### src/rtl/int_sched_if.sv
// int_sched_if: register bus, interrupt sources and core handshake for int_sched
interface int_sched_if #(parameter int NUM_SRC = 4, parameter int INT_W = 8);
  logic [NUM_SRC-1:0] src_i;
  logic               we_i;
  logic [1:0]         addr_i;
  logic [31:0]        wdata_i;
  logic [31:0]        rdata_o;
  logic [INT_W-1:0]   int_flag_o;
  logic               int_ack_i;
  logic               busy_o;
  modport master (output src_i, we_i, addr_i, wdata_i, int_ack_i, input rdata_o, int_flag_o, busy_o);
  modport slave (input src_i, we_i, addr_i, wdata_i, int_ack_i, output rdata_o, int_flag_o, busy_o);
endinterface

### src/rtl/int_sched.sv
// int_sched: edge-latched interrupt scheduler, lowest index wins, single request in flight
module int_sched #(
  parameter int NUM_SRC = 4,
  parameter int INT_W = 8
) (
  input logic clk,
  input logic rst,
  int_sched_if.slave bus
);
  typedef enum logic [1:0] {IDLE, ASSERT, WAIT_ACK, IN_SERVICE} state_t;
  state_t state_q, state_d;
  logic [NUM_SRC-1:0] src_q, pending_q, pending_d, enable_q, enable_d, insvc_q, insvc_d;
  logic [NUM_SRC-1:0] edge_det, elig, cur_mask, ack_clr, w1c;
  logic [2:0] cur_id_q, cur_id_d, win;
  logic [INT_W-1:0] flag_q, flag_d;
  logic complete_hit;
  always_comb begin
    edge_det = bus.src_i & ~src_q;
    elig = pending_q & enable_q & ~insvc_q;
    win = '0;
    for (int k = NUM_SRC - 1; k >= 0; k--) win = elig[k] ? 3'(k + 1) : win;
    cur_mask = (cur_id_q == 3'd0) ? '0 : NUM_SRC'(1) << (cur_id_q - 3'd1);
    w1c = (bus.we_i && bus.addr_i == 2'd1) ? bus.wdata_i[NUM_SRC-1:0] : '0;
    enable_d = (bus.we_i && bus.addr_i == 2'd0) ? bus.wdata_i[NUM_SRC-1:0] : enable_q;
    complete_hit = bus.we_i && bus.addr_i == 2'd3 && bus.wdata_i[2:0] == cur_id_q;
    state_d = state_q;
    cur_id_d = cur_id_q;
    insvc_d = insvc_q;
    flag_d = '0;
    ack_clr = '0;
    case (state_q)
      IDLE: begin
        cur_id_d = (win != 3'd0) ? win : cur_id_q;
        state_d = (win != 3'd0) ? ASSERT : IDLE;
      end
      ASSERT: begin
        flag_d = INT_W'(cur_id_q);
        state_d = WAIT_ACK;
      end
      WAIT_ACK: begin
        // a source disabled mid-request is withdrawn but stays pending for later
        if ((enable_q & cur_mask) == '0) begin
          state_d = IDLE;
          cur_id_d = '0;
        end else if (bus.int_ack_i) begin
          ack_clr = cur_mask;
          insvc_d = insvc_q | cur_mask;
          state_d = IN_SERVICE;
        end else begin
          flag_d = INT_W'(cur_id_q);
        end
      end
      IN_SERVICE: begin
        if (complete_hit) begin
          insvc_d = insvc_q & ~cur_mask;
          cur_id_d = '0;
          state_d = IDLE;
        end
      end
      default: state_d = IDLE;
    endcase
    // a fresh edge overrides any clear in the same cycle
    pending_d = (pending_q & ~(w1c | ack_clr)) | edge_det;
  end
  always_ff @(posedge clk or posedge rst) begin
    if (rst) begin
      state_q <= IDLE;
      src_q <= '0;
      pending_q <= '0;
      enable_q <= '0;
      insvc_q <= '0;
      cur_id_q <= '0;
      flag_q <= '0;
    end else begin
      state_q <= state_d;
      src_q <= bus.src_i;
      pending_q <= pending_d;
      enable_q <= enable_d;
      insvc_q <= insvc_d;
      cur_id_q <= cur_id_d;
      flag_q <= flag_d;
    end
  end
  always_comb begin
    bus.int_flag_o = flag_q;
    bus.busy_o = state_q != IDLE;
    bus.rdata_o = (bus.addr_i == 2'd0) ? 32'(enable_q) :
                  (bus.addr_i == 2'd1) ? 32'(pending_q) :
                  (bus.addr_i == 2'd2 && state_q != IDLE) ? 32'(cur_id_q) : 32'd0;
  end
endmodule

### src/flat_wrapper.sv
// flat-port wrapper written by rule: the top's interface ports become plain ports
module int_sched_flat 
#(
  parameter int NUM_SRC = 4,
  parameter int INT_W = 8
)
  (clk, rst, bus_src_i, bus_we_i, bus_addr_i, bus_wdata_i, bus_int_ack_i, bus_rdata_o, bus_int_flag_o, bus_busy_o);
  int_sched_if #(.NUM_SRC(NUM_SRC), .INT_W(INT_W)) bus_i ();
  input logic clk;
  input logic rst;
  input wire logic [$bits(bus_i.src_i)-1:0] bus_src_i;
  input wire logic [$bits(bus_i.we_i)-1:0] bus_we_i;
  input wire logic [$bits(bus_i.addr_i)-1:0] bus_addr_i;
  input wire logic [$bits(bus_i.wdata_i)-1:0] bus_wdata_i;
  input wire logic [$bits(bus_i.int_ack_i)-1:0] bus_int_ack_i;
  output wire logic [$bits(bus_i.rdata_o)-1:0] bus_rdata_o;
  output wire logic [$bits(bus_i.int_flag_o)-1:0] bus_int_flag_o;
  output wire logic [$bits(bus_i.busy_o)-1:0] bus_busy_o;
  assign bus_i.src_i = bus_src_i;
  assign bus_i.we_i = bus_we_i;
  assign bus_i.addr_i = bus_addr_i;
  assign bus_i.wdata_i = bus_wdata_i;
  assign bus_i.int_ack_i = bus_int_ack_i;
  assign bus_rdata_o = bus_i.rdata_o;
  assign bus_int_flag_o = bus_i.int_flag_o;
  assign bus_busy_o = bus_i.busy_o;
  int_sched #(.NUM_SRC(NUM_SRC), .INT_W(INT_W)) u_core (.clk(clk), .rst(rst), .bus(bus_i));
endmodule
### config.mk
export PLATFORM = sky130hd
export DESIGN_NAME = int_sched_flat
export DESIGN_NICKNAME = d
export VERILOG_FILES = /design/src/rtl/int_sched_if.sv /design/src/rtl/int_sched.sv /design/src/flat_wrapper.sv
export SDC_FILE = /design/constraint.sdc
export NUM_CORES = 1
export LEC_CHECK = 0
export ABC_AREA = 1
export CORE_ASPECT_RATIO = 0.6
export CORE_MARGIN = 2
export CORE_UTILIZATION = 41
export CTS_CLUSTER_DIAMETER = 150
export DETAILED_ROUTE_END_ITERATION = 10
export MAX_ROUTING_LAYER = met4
export PLACE_DENSITY = 0.8
export SYNTH_ARGS = -nofsm -noshare
export SYNTH_HDL_FRONTEND = slang
export SYNTH_SLANG_ARGS = --single-unit
### constraint.sdc
create_clock -name clk -period 2.2 [get_ports clk]
set_input_delay 0.22 -clock clk [delete_from_list [all_inputs] [get_ports clk]]
set_output_delay 0.22 -clock clk [all_outputs]
set_load 0.01 [all_outputs]
Word-level counts from Yosys, hierarchy flattened
Cells that the tools add are included.
Word-level totals
  register bits: 29
Cells by class
  bitwise logic cells: 13
  shift operators: 1
  $add $sub $neg: 1
  reduce and logical (&&, ||, !) cells: 16
  equality and inequality tests: 13
  mux-type cells: 28
Operators with widths (number)
  $mux 32: 2
  $mux 4: 8
  $mux 3: 9
  $and 4x4->4: 6
  $not 4->4: 4
  $pmux 8 s2: 1
  $or 4x4->4: 3
  $pmux 3 s3: 1
  $eq 2x2->1 const B: 4
  $mux 8: 1
  $pmux 2 s4: 1
  $pmux 4 s2: 1
  $reduce_and 4->1: 2
  $mux 2: 3
  $ne 2x1->1 const B: 3
  $reduce_bool 3->1: 2
  $logic_and 1x1->1: 5
  $eq 2x1->1 const B: 2
  $logic_not 2->1: 2
  $logic_not 4->1: 1
  $ne 2x2->1 const B: 2
  $reduce_bool 2->1: 2
  $shl 1x3->4 const A: 1
  $eq 3x3->1: 1
  5 further kinds: 5

Logic depth before layout (Yosys ltp)
Gate-level depths: netlist (run 1).
  word-level depth: 11
  depth in mapped cells: 13
  mapped depth without buffers: 12

Least setup slack after synthesis (run 1)
OpenSTA, ideal clock, no wires.
  kind: reg2reg
  from: register u_core.cur_id_q[0]
  to: register u_core.cur_id_q[2]
  path buffers: 1
  period minus slack after synthesis: 1597 ps
  cell stages (with the launch flop): 14
  arrival: 1481 ps
  slack: 603 ps
  library setup time: 117 ps
  path through: dfrtp_1 > buf_6 > nor2_2 > ha_1 > inv_1 > nor2_2 > nand3_1 > nand2_1 > inv_1 > nand2_2 > nand2_2 > nand3_1 > nand2_1 > nand2_1
Between the ends
  longest elaborated chain between the ends: 7
  elaborated cells on any way between the ends: 11
  classes of those cells: add/sub (1); eq/ne (3); shift (1); mux (1); bitwise (1); reduce/logical (4)
Ends and longest elaborated chain
  start, declared: line int_sched.sv:14  | logic [2:0] cur_id_q, cur_id_d, win;
  start signal, assigned: line int_sched.sv:80  | cur_id_q <= cur_id_d;
  $sub 3x1->3: line int_sched.sv:22  | cur_mask = (cur_id_q == 3'd0) ? '0 : NUM_SRC'(1) << (cur_id_q - 3'd1);
  $shl 1x3->4: line int_sched.sv:22
  $mux 4: line int_sched.sv:22
  $and 4x4->4: line int_sched.sv:42  | if ((enable_q & cur_mask) == '0) begin
  $logic_not 4->1: line int_sched.sv:42
  $ne 2x1->1 (no line)
  $reduce_and 4->1 (no line) (*)
Mark *: on every way between the ends. The rest lies on a longest branch, timed or not.
A chain may end at the register's enable or synchronous reset.

Worst setup path after layout (run 1)
  from: register u_core.state_q[1]
  to: output bus_rdata_o[0]
Between the ends
  longest elaborated chain between the ends: 5
Ends and longest elaborated chain
  start, declared: line int_sched.sv:11  | state_t state_q, state_d;
  start signal, assigned: line int_sched.sv:75  | state_q <= state_d;
  $reduce_bool 2->1: line int_sched.sv:89  | (bus.addr_i == 2'd2 && state_q != IDLE) ? 32'(cur_id_q) : 32'd0;
  $logic_and 1x1->1: line int_sched.sv:89
  $mux 3: line int_sched.sv:89
  $mux 32: line int_sched.sv:88  | (bus.addr_i == 2'd1) ? 32'(pending_q) :
  $mux 32: line int_sched.sv:87  | bus.rdata_o = (bus.addr_i == 2'd0) ? 32'(enable_q) :
  end, declared: line flat_wrapper.sv:16  | output wire logic [$bits(bus_i.rdata_o)-1:0] bus_rdata_o;
Every way passes these cells.

==> summary.md, run 1 <==
| Metric | Value |
|---|---|
| Mapped Area | 1750 um^2 |
| Largest cells by area after synthesis | dfrtp_1 34%, buf_4 14%, nand2_1 14%, inv_1 6.5%, nand3_1 5.2% |
| Net Sw Frac | 42.9% |
| Avg Synthesized Cell Area | a little over 7 um^2 |
| Count leader, synth | nand2_1 |
| Clock Sinks | 24 |
| Post-synth top area cell | dfrtp_1 |
| Max incr delay on CP | 0.53 ns |
| Sequential element share of the synthesized area | approximately a third |
| #FFs+latches synth | 24 |
| Run status | complete, no violations |
| Starting Density | 42.6% |
| Clock slew at reported path FFs | 0.09 ns |
| Global Route Usage Sum | 17.9% |
| Yosys top cell area share | 34.4% |
| First-pass GRT wire length | 6120 um |
| Largest net degree at the start of global routing | 25 |
| FMAX | 0.472 GHz |
| CTS H-tree lvls | 1 |
| Final instance area | 2020 um^2 |
| Hold WC Path Type | in -> async |
| RR Startpoint | u_core.cur_id_q[2] |
| Fin. Hold Viols | 0 |
| Critical Path Sink Type | output pin |
| R2r setup slk | around 0.20 ns |
| CP max stage cell | clkdlybuf4s50_1 |
| Clk_skew | approximately 0.006 ns |
| Crit-path cells | inv_1, ha_4, nor3_4, a32oi_1, nand2_1, clkdlybuf4s50_1 |
| Die area | 4810 um^2 |
| DR iter-0 viols | approximately 130 |
| CTS tree | done |
| Combinational share of power | 50.3% |
| Total Routed Length | approximately 3800 um |
| Max Cap Violations | 0 |
| Io pins | 83 |
| Main combinational cell family by area after synthesis | simple AND/OR/NAND/NOR gates |
| Mux cell area share after synthesis | 0% |
| Worst EP arrival | 1.90 ns |
| Reg2Reg Capture Point | u_core.pending_q[0] |
| Post-DP HPWL | 3090 um |
| Pins Over Slew Limit | 0 |
| Vias in the first global route | 1304 |
| Worst Setup Path Type | reg -> out |
| Post-Synth XOR/XNOR Area | 0% |
| GRT overflow | 0 |
| Wire length per cell | 11.6 um |
| Post-Syn Instances | 242 |
| Post-DP Area | between 1500 and 2000 um^2 |
| Core area | 4100 um^2 |
| # DRC | 0 |
| Antenna viol nets, final | 0 |
| Number of flops mapped to enable cells by yosys | 0 |
| Port Buffers | 21 |
| Die Y | 54.5 um |
| Worst Path Max Fanout | 5 |
| Design Power | around 2 mW |
| Clock share of power | 19.3% |
| Synth top cells by count | 63 x nand2_1, 33 x buf_4, 30 x inv_1 |
| Psw | approximately 0.86 mW |
| VDD IR max | around 0.34 mV |
| Syn. warnings | 0 |
| Final TNS setup | 0 ns |
| Area grow syn2layout | 15.5% |
| Post-synth ARST share | 100% |
| Worst EP required | 1.98 ns |
| Flop pwr share | 30.4% |
| Layout cells sized above 1 | 9.29% |
| Placer congestion estimate | 0.895 |
| Most common flop cell mapped by yosys | dfrtp_1 |
| Max transition margin | 63.7% |
| Library cells used by synthesis | 22 |
| Startpoint Class | register |
| Row count | 18 |
| Post-synthesis compound-gate area fraction | 7.74% |
| Clock buffer depth | 2 |
| Vias/cell | 4.67 |
| Worst Path Buf+Inv | 2 |
| Fin crit share | 96.4% |
| Setup-failing EPs final | 0 |
| Clk_lat worst skew | 0.27 ns |
| # diodes | 0 |
| Power Dens Cells | around 1000 nW/um^2 |
| Synth Area in Simple Gates | 29.8% |
| Total CTS buffers | 3 |
| Die X | 88.2 um |
| Top Family by Delay on Critical Path | buffers and inverters |
| Adder-Cell Fraction of Synth Area | under 10% |
| CTS Root Cell | clkbuf_8 |
| P_leak | 1.02 nW |
| Total Nets Final | 319 |
| Internal | 1.15 mW |
| DRT Pass-1 Iters | 4 |
| Initial antenna violation count | 0 |
| Reg2Reg Depth | 9 |
| Tightest Pin Transition | about 0.54 ns |
| Hold bufs inserted after CTS | 0 |
| Via count | 1536 |
| Post-layout min period | between 2 and 2.5 ns |
stage by stage:
step / utilization, % / hold WS [ns] / std cells / setup slack [ns]
global route: 49.2 / 0.325 / 329 / -0.00874
global placement: 46.7 / 0.457 / 324 / 0.207
CTS: 48.5 / 0.303 / 328 / 0.0235
detailed placement: 46.7 / 0.463 / 324 / 0.176
finish: 49.2 / 0.294 / 329 / 0.0803
floorplan: - / 0.235 / 274 / 0.603
kinds of logic after synthesis:
group	Yosys count
simple gates	120
buf+inv	68
flops	24
compound gates	22
fa+ha+maj	7
other cells	1
layout by cell type, fill, tap and decap left out, drive strengths merged, types with 7 or more instances in the layout:
cell type,count
nor3,8
dfrtp,24
inv,32
clkdlybuf4s50,21
o21ai,15
nand2,68
ha,7
nand3,18
conb,33
nor2,21
tightest hold or removal path: stages:
cell             delay [ns]
clkdlybuf4s50_1        0.40
inv_1                  0.05
buf_4                  0.30
cell type report:
cell class	instances	area (um^2)
Inverter	32	123
Tap cell	60	75.1
Timing Repair Buffer	27	255
Multi-Input combinational cell	182	891
Clock buffer	3	41.3
Fill cell	432	2080
Clock inverter	1	30.0
Sequential cell	24	601
power groups by stage:
stage          Sequential (mW)  Combinational [mW]  Clock [mW]
6_report                 0.610                1.01       0.388
5_1_grt                  0.620                1.14       0.422
4_1_cts                  0.608               0.964       0.399
3_5_place_dp             0.617               0.956           0
3_3_place_gp             0.611               0.936           0
2_1_floorplan            0.602               0.739           0
worst max path at each step:
stage,to,start,cells past startpoint
after floorplan,u_core.cur_id_q[2],u_core.cur_id_q[0],13
after global placement,bus_rdata_o[0],bus_addr_i[1],6
after detailed placement,bus_rdata_o[0],bus_addr_i[1],6
after CTS,bus_rdata_o[0],u_core.state_q[1],6
after global routing,bus_rdata_o[0],u_core.state_q[1],6
final,bus_rdata_o[0],u_core.state_q[1],6
layer usage:
layer	vias up	track usage, %	wire, um
met4	0	4.80	70
met5	-	-	0
met2	65	25.6	1530
li1	753	-	-
met3	9	4.68	426
met1	709	25.0	1790
timing repair:
item                                    in CTS  in global routing
endpoints found under the hold margin        0                  0
setup buffers                                0                  1
gates cloned                                 0                  0
resized for setup                            1                  3
pin swaps                                    1                  1
endpoints found under the setup margin       3                  3
No activity file was read; power rests on OpenSTA's default activity.
==> run 2: changes to the inputs <==
- GPL_TIMING_DRIVEN: not set -> 1
==> results of run 2 <==
The final DEF is identical to that of run 1; final timing and power are the same.
